## config.mk

```make
export PLATFORM = sky130hd
export DESIGN_NAME = mv_layer_sched
export DESIGN_NICKNAME = d
export VERILOG_FILES = /design/src/rtl/mv_layer_sched.sv
export SDC_FILE = /design/constraint.sdc
export NUM_CORES = 1
export LEC_CHECK = 0
export ABC_CLOCK_PERIOD_IN_PS = 4100
export BUFFER_PORTS_ARGS = -buffer_cell sky130_fd_sc_hd__buf_2
export CORE_ASPECT_RATIO = 0.7
export CORE_MARGIN = 3
export CORE_UTILIZATION = 47
export DETAILED_ROUTE_END_ITERATION = 8
export PLACE_DENSITY = 0.85
export REMOVE_ABC_BUFFERS = 1
export SLEW_MARGIN = 30
export SYNTH_ARGS = -nofsm -noshare
export SYNTH_HDL_FRONTEND = slang
export SYNTH_SLANG_ARGS = --single-unit
```

## constraint.sdc

```tcl
create_clock -name clk -period 4.1 [get_ports clk]
set_clock_uncertainty 0.2 [all_clocks]
set_input_delay 0.615 -clock clk [delete_from_list [all_inputs] [get_ports clk]]
set_output_delay 0.615 -clock clk [all_outputs]
set_load 0.1 [all_outputs]
```

## src/rtl/mv_layer_sched.sv

```systemverilog
// mv_layer_sched: walks a chain of fully-connected layers through the
// matrix-vector engine. Each accepted descriptor is programmed over the
// engine's config bus (indices 0..7, index 7 = go), then the status register
// (index 8, bit0 = over) is polled until the layer finishes. Intermediate
// vectors ping-pong between scratch buffers A and B; the last layer writes
// to out_addr.
// Optional: define MV_LAYER_SCHED_WDOG_EN to add a 24-bit POLL watchdog that
// stops the engine (index 7 <- 0), flags err and ends the job.
module mv_layer_sched #(
  parameter int XAW      = 32,
  parameter int CW       = 10,
  parameter int LW       = 30,
  parameter int POLL_GAP = 4
) (
  input  logic             clk,
  input  logic             rst,
  input  logic             start,
  input  logic [XAW-1:0]   in_addr,
  input  logic [XAW-1:0]   buf_a,
  input  logic [XAW-1:0]   buf_b,
  input  logic [XAW-1:0]   out_addr,
  input  logic             desc_valid,
  output logic             desc_ready,
  input  logic [XAW-1:0]   desc_waddr,
  input  logic [XAW-1:0]   desc_baddr,
  input  logic [CW-1:0]    desc_olen,
  input  logic [LW-1:0]    desc_ilen,
  input  logic             desc_last,
  output logic             config_ena,
  output logic [5:0]       config_addr,
  output logic [31:0]      config_wdata,
  input  logic [31:0]      config_rdata,
  output logic             busy,
  output logic             done,
  output logic [7:0]       layer_cnt,
  output logic             err
);

  typedef enum logic [2:0] {S_IDLE, S_FETCH, S_WRITE, S_POLL, S_FINISH} state_e;
  typedef enum logic {SEL_A, SEL_B} sel_e;

  localparam int         PGW    = (POLL_GAP < 2) ? 1 : $clog2(POLL_GAP + 1);
  localparam logic [5:0] IDX_GO = 6'd7;
  localparam logic [5:0] IDX_ST = 6'd8;

  state_e           state_q, state_d;
  sel_e             sel_q, sel_d;
  logic [XAW-1:0]   cur_in_q, cur_in_d;
  logic [XAW-1:0]   d_waddr_q, d_waddr_d;
  logic [XAW-1:0]   d_baddr_q, d_baddr_d;
  logic [CW-1:0]    d_olen_q, d_olen_d;
  logic [LW-1:0]    d_ilen_q, d_ilen_d;
  logic             d_last_q, d_last_d;
  logic [PGW-1:0]   poll_wait_q, poll_wait_d;
  logic             desc_ready_q, desc_ready_d;
  logic             config_ena_q, config_ena_d;
  logic [5:0]       config_addr_q, config_addr_d;
  logic [31:0]      config_wdata_q, config_wdata_d;
  logic             busy_q, busy_d;
  logic             done_q, done_d;
  logic [7:0]       layer_cnt_q, layer_cnt_d;
  logic             err_q, err_d;
`ifdef MV_LAYER_SCHED_WDOG_EN
  logic [23:0]      wdog_q, wdog_d;
`endif

  logic [2:0]       next_idx;
  logic [XAW-1:0]   oaddr_lat;
  logic [31:0]      next_wdata;
  logic             complete;
  logic             cmp_last;
  logic [XAW-1:0]   cmp_oaddr;
  logic             rdata_unused;

  // Only the over flag of the status word is meaningful.
  assign rdata_unused = ^config_rdata[31:1];

  assign next_idx  = config_addr_q[2:0] + 3'd1;
  assign oaddr_lat = d_last_q ? out_addr : ((sel_q == SEL_A) ? buf_a : buf_b);

  // Write data for the config index that follows the one currently on the bus.
  always_comb begin
    case (next_idx)
      3'd0:    next_wdata = 32'(d_waddr_q);
      3'd1:    next_wdata = 32'(cur_in_q);
      3'd2:    next_wdata = 32'(d_baddr_q);
      3'd3:    next_wdata = 32'(oaddr_lat);
      3'd4:    next_wdata = 32'(d_olen_q);
      3'd5:    next_wdata = 32'(d_ilen_q);
      3'd6:    next_wdata = 32'(d_ilen_q) << 2;
      default: next_wdata = 32'd1;
    endcase
  end

  // Next-state and next-output logic of the layer sequencer.
  always_comb begin
    // NOTE: every signal gets a default before the case so no path leaves it
    // unassigned; that is what keeps this block from inferring latches.
    state_d        = state_q;
    sel_d          = sel_q;
    cur_in_d       = cur_in_q;
    d_waddr_d      = d_waddr_q;
    d_baddr_d      = d_baddr_q;
    d_olen_d       = d_olen_q;
    d_ilen_d       = d_ilen_q;
    d_last_d       = d_last_q;
    poll_wait_d    = poll_wait_q;
    desc_ready_d   = desc_ready_q;
    config_ena_d   = 1'b0;
    config_addr_d  = config_addr_q;
    config_wdata_d = '0;
    busy_d         = busy_q;
    done_d         = 1'b0;
    layer_cnt_d    = layer_cnt_q;
    err_d          = err_q;
    complete       = 1'b0;
    cmp_last       = 1'b0;
    cmp_oaddr      = '0;
`ifdef MV_LAYER_SCHED_WDOG_EN
    wdog_d         = wdog_q;
`endif

    case (state_q)
      S_IDLE: begin
        if (start) begin
          cur_in_d     = in_addr;
          layer_cnt_d  = '0;
          err_d        = 1'b0;
          sel_d        = SEL_A;
          busy_d       = 1'b1;
          desc_ready_d = 1'b1;
          state_d      = S_FETCH;
        end
      end

      S_FETCH: begin
        if (desc_valid) begin
          d_waddr_d    = desc_waddr;
          d_baddr_d    = desc_baddr;
          d_olen_d     = desc_olen;
          d_ilen_d     = desc_ilen;
          d_last_d     = desc_last;
          desc_ready_d = 1'b0;
          if (desc_olen == '0 || desc_ilen == '0) begin
            // Degenerate layer: flag it and treat it as finished without
            // touching the engine.
            err_d     = 1'b1;
            complete  = 1'b1;
            cmp_last  = desc_last;
            cmp_oaddr = desc_last ? out_addr : ((sel_q == SEL_A) ? buf_a : buf_b);
          end else begin
            state_d        = S_WRITE;
            config_ena_d   = 1'b1;
            config_addr_d  = '0;
            config_wdata_d = 32'(desc_waddr);
          end
        end
      end

      S_WRITE: begin
        if (config_addr_q == IDX_GO) begin
          state_d       = S_POLL;
          config_addr_d = IDX_ST;
          // The read right after go returns stale data, so skip one sample.
          poll_wait_d   = PGW'(1);
`ifdef MV_LAYER_SCHED_WDOG_EN
          wdog_d        = '0;
`endif
        end else begin
          config_ena_d   = 1'b1;
          config_addr_d  = {3'd0, next_idx};
          config_wdata_d = next_wdata;
        end
      end

      S_POLL: begin
        if (poll_wait_q != '0) begin
          poll_wait_d = poll_wait_q - PGW'(1);
        end else if (config_rdata[0]) begin
          complete  = 1'b1;
          cmp_last  = d_last_q;
          cmp_oaddr = oaddr_lat;
        end else begin
          poll_wait_d = PGW'(POLL_GAP);
        end
`ifdef MV_LAYER_SCHED_WDOG_EN
        if (!complete) begin
          if (wdog_q == '1) begin
            err_d          = 1'b1;
            config_ena_d   = 1'b1;
            config_addr_d  = IDX_GO;
            config_wdata_d = '0;
            done_d         = 1'b1;
            busy_d         = 1'b0;
            state_d        = S_FINISH;
          end else begin
            wdog_d = wdog_q + 24'd1;
          end
        end
`endif
      end

      S_FINISH: begin
        config_addr_d = '0;
        state_d       = S_IDLE;
      end

      default: state_d = S_IDLE;
    endcase

    if (complete) begin
      layer_cnt_d   = (layer_cnt_q == 8'hFF) ? 8'hFF : layer_cnt_q + 8'd1;
      cur_in_d      = cmp_oaddr;
      sel_d         = (sel_q == SEL_A) ? SEL_B : SEL_A;
      config_addr_d = '0;
      if (cmp_last) begin
        done_d  = 1'b1;
        busy_d  = 1'b0;
        state_d = S_FINISH;
      end else begin
        desc_ready_d = 1'b1;
        state_d      = S_FETCH;
      end
    end
  end

  // State and registered outputs; reset aborts any job immediately.
  always_ff @(posedge clk or negedge rst) begin
    if (!rst) begin
      state_q        <= S_IDLE;
      sel_q          <= SEL_A;
      cur_in_q       <= '0;
      d_waddr_q      <= '0;
      d_baddr_q      <= '0;
      d_olen_q       <= '0;
      d_ilen_q       <= '0;
      d_last_q       <= 1'b0;
      poll_wait_q    <= '0;
      desc_ready_q   <= 1'b0;
      config_ena_q   <= 1'b0;
      config_addr_q  <= '0;
      config_wdata_q <= '0;
      busy_q         <= 1'b0;
      done_q         <= 1'b0;
      layer_cnt_q    <= '0;
      err_q          <= 1'b0;
`ifdef MV_LAYER_SCHED_WDOG_EN
      wdog_q         <= '0;
`endif
    end else begin
      // NOTE: non-blocking assignments so every flop samples the pre-edge
      // values computed above, independent of statement order.
      state_q        <= state_d;
      sel_q          <= sel_d;
      cur_in_q       <= cur_in_d;
      d_waddr_q      <= d_waddr_d;
      d_baddr_q      <= d_baddr_d;
      d_olen_q       <= d_olen_d;
      d_ilen_q       <= d_ilen_d;
      d_last_q       <= d_last_d;
      poll_wait_q    <= poll_wait_d;
      desc_ready_q   <= desc_ready_d;
      config_ena_q   <= config_ena_d;
      config_addr_q  <= config_addr_d;
      config_wdata_q <= config_wdata_d;
      busy_q         <= busy_d;
      done_q         <= done_d;
      layer_cnt_q    <= layer_cnt_d;
      err_q          <= err_d;
`ifdef MV_LAYER_SCHED_WDOG_EN
      wdog_q         <= wdog_d;
`endif
    end
  end

  assign desc_ready   = desc_ready_q;
  assign config_ena   = config_ena_q;
  assign config_addr  = config_addr_q;
  assign config_wdata = config_wdata_q;
  assign busy         = busy_q;
  assign done         = done_q;
  assign layer_cnt    = layer_cnt_q;
  assign err          = err_q;

endmodule

```

==> flow_summary.yaml <==
worst_setup_path:
  criticalPathCategory: "flip-flop to flip-flop"
  path_cells: "ha_1, xnor2_4, and2_1, nor4_1, a2111oi_0, o22ai_1"
  crit_path_max_fanout: 24
  crit_path_top_delay_cell: "and2_1"
  start_kind: "flip-flop"
  arrival_ps: 3470
  critPathLaunch: "config_addr[0]$_DFFE_PN0P_"
  cpLargestDelayFamily: "simple AND/OR/NAND/NOR gates"
  worstReg2RegStart: "config_addr[0]$_DFFE_PN0P_"
  worstPathRequired_ps: 4180
  reg2reg_to: "config_wdata[0]$_DFF_PN0_"
  cp.buffers_inverters: 0
  r2r_slack_ps: 710
  cp-end-kind: "flip-flop"
  r2r_cells: 6
  max_stage_delay_ps: 690
final_layout:
  mostFrequentLayoutCells: "nand2_1, buf_2, dfrtp_1"
  utilization: 0.586
  drive_gt1_frac: 0.285
  layout.cells.non_filler: 1778
  fin_area_sq_um: 12800
  final_common_cell: "nand2_1"
  area_delta_synth_final_pct: 21.8
  nets: 1756
yosys:
  synth_top_family_by_area: "simple AND/OR/NAND/NOR gates"
  synth_xor_area_frac: 0.00334
  synth-compound-area-share: 0.175
  synth.distinct_cells: 58
  synth_fa_ha_area_frac: 0.00716
  synth_area_sq_um: 10500
  ys_async_sr_fraction: 1.00
  ys_ff_latch: 193
  postSynthAreaPerCell_sq_um: 8.48
  yosys.area_share.simple: 0.223
  ys_seq_area_frac: 0.460
  synth_warnings: 0
  synth_edf_count: 0
  muxShareOfSynthArea: 0.0837
  ys.flop_type: "dfrtp_1"
  synthCells: 1237
placement:
  place_ws_ps: 787
  dp.cells: 1744
  dpl.hpwl_um: 25800
  port_buffers: 286
  gp_congestion: 0.881
  placed_area_sq_um: 12200
run_status:
  outcome: "complete, no violations"
global_route:
  grt_pass1_wl_um: 56100
  grt_pass1_vias: 10300
  antenna_found_initial: 2
  grt-ovfl-total: 0
  grtUsageTotal: 0.304
  grt_max_degree: 92
detailed_routing:
  viasPerCell: 5.97
  drc_errors: 0
  ant_nets: 0
  via_count: 10600
  wl_um: 37200
  wl_per_cell_um: 20.9
  drt-pass1-iter-count: 7
  drt_iter0_drc: 1217
timing:
  fin_crit_ps: 3390
  fin_ws_ps: 710
  fin_hold_ws_ps: 29.4
  finalHoldViolCount: 0
  worst_slew_pin_slew_ps: 983
  setup_viol: 0
  final_max_slew_viol_count: 0
  fin_crit_sh: 0.827
  slew_headroom: 0.343
  fmax_ghz: 0.295
  rsz0062_at_grt: "false"
  setup_tns_ps: 0
pwr:
  fin_total_pwr_mw: 9.93
  powerDensity_nw_per_um2: 778
  seqPwrFrac: 0.335
  ir_drop_mv: 0.379
  swShare: 0.483
  p_clk_frac: 0.168
  power_leakage_nw: 6.49
  p_sw_mw: 4.80
  power_frac_comb: 0.497
  intPower_mw: 5.14
floorplanning:
  start_util: 0.481
  die_w_um: 185
  dieArea_sq_um: 24200
  num_rows: 45
  core-area_sq_um: 21800
  die_h_um: 131
  ios: 320
clocking:
  htree_levels: 4
  cts_resized: 0
  clk_pin_slew_worst_paths_ps: 80
  tritoncts: "built"
  cts_root_buf: "clkbuf_16"
  cts.sinks: 193
  clk_path_buf_depth: 2
  numCtsBuffers: 17
  cts_setup_buffers: 0
  clock_latency_ps: 430
  hold_buffers: 0
worst_hold_path:
  hold_path.class: "input port to async pin"
run:
  maxCapViolations: 0
==> cell families after synthesis <==
group                    count (synthesis)
AND/OR/NAND/NOR                        587
AO/OA/AOI/OAI                          258
flip-flops                             193
buffers and inverters                  107
multiplexers                            81
adder cells (fa/ha/maj)                  6
XOR/XNOR                                 4
other                                    1
==> Yosys cell counts (4+ instances only) <==
master,instances,area share
nor4_1,10,0.0060
a21oi_1,65,0.031
buf_1,9,0.0032
a211oi_1,7,0.0050
ha_1,6,0.0072
o211ai_1,13,0.0093
nand2_1,487,0.17
buf_2,38,0.018
mux2i_1,27,0.026
inv_1,14,0.0050
o22ai_1,44,0.026
o221ai_1,13,0.011
o21ai_0,24,0.011
a2111oi_2,8,0.011
buf_6,4,0.0043
a311oi_1,4,0.0033
nand4_1,4,0.0024
mux2_2,52,0.056
nand2b_1,14,0.0083
nand3_1,4,0.0019
nor2_1,43,0.015
a222oi_1,18,0.017
a221oi_1,5,0.0042
a221o_1,8,0.0076
clkbuf_1,40,0.014
nor3_1,13,0.0062
a21boi_0,23,0.016
dfrtp_1,193,0.46
==> worst register-to-register path, stage by stage (launching register included) <==
cell and delay (ps):
dfrtp_1 470, ha_1 400, xnor2_4 680, and2_1 690, nor4_1 130, a2111oi_0 520, o22ai_1 160
==> flip-flops by register name, summed over array words and instances, names as in the netlist, 4 cells and up <==
register      cells
config_wdata     32
cur_in_q         32
d_baddr_q        32
d_waddr_q        32
d_ilen_q         30
d_olen_q         10
layer_cnt         8
config_addr       4
==> metal layers <==
layer / share of wire / global-route usage / vias up
met4: 0.023 / 0.100 / 2
li1: - / - / 4772
met1: 0.42 / 0.429 / 5059
met5: 0.00048 / 0 / -
met3: 0.11 / 0.0744 / 71
met2: 0.45 / 0.463 / 716
==> final cells by class <==
type,count,area [sq um]
tap,282,353
antenna,2,5.00
sequential,193,4830
fill,1918,9020
multi-input combinational,938,5260
clock buffer,18,439
clock inverter,14,145
timing repair buffer,317,1690
inverter,14,52.6
==> worst max-delay path by stage <==
| stage | depth (start not counted) | slack (ps) | end |
|---|---|---|---|
| CTS | 7 | 800 | config_wdata[10]$_DFF_PN0_ |
| detailed placement | 7 | 790 | config_wdata[18]$_DFF_PN0_ |
| global route | 8 | 570 | config_wdata[10]$_DFF_PN0_ |
| floorplan | 5 | -3600 | layer_cnt[2]$_DFFE_PN0P_ |
| global placement | 7 | 570 | config_wdata[12]$_DFF_PN0_ |
| finish | 6 | 710 | config_wdata[0]$_DFF_PN0_ |
==> power groups by stage <==
stage	clock network (mW)	logic, mW	registers, mW
floorplan	0	2.52	4.25
global placement	0	4.72	3.30
detailed placement	0	4.86	3.34
CTS	1.69	4.89	3.31
global route	1.77	5.35	3.42
finish	1.67	4.94	3.33
No activity file was read; power rests on OpenSTA's default activity.
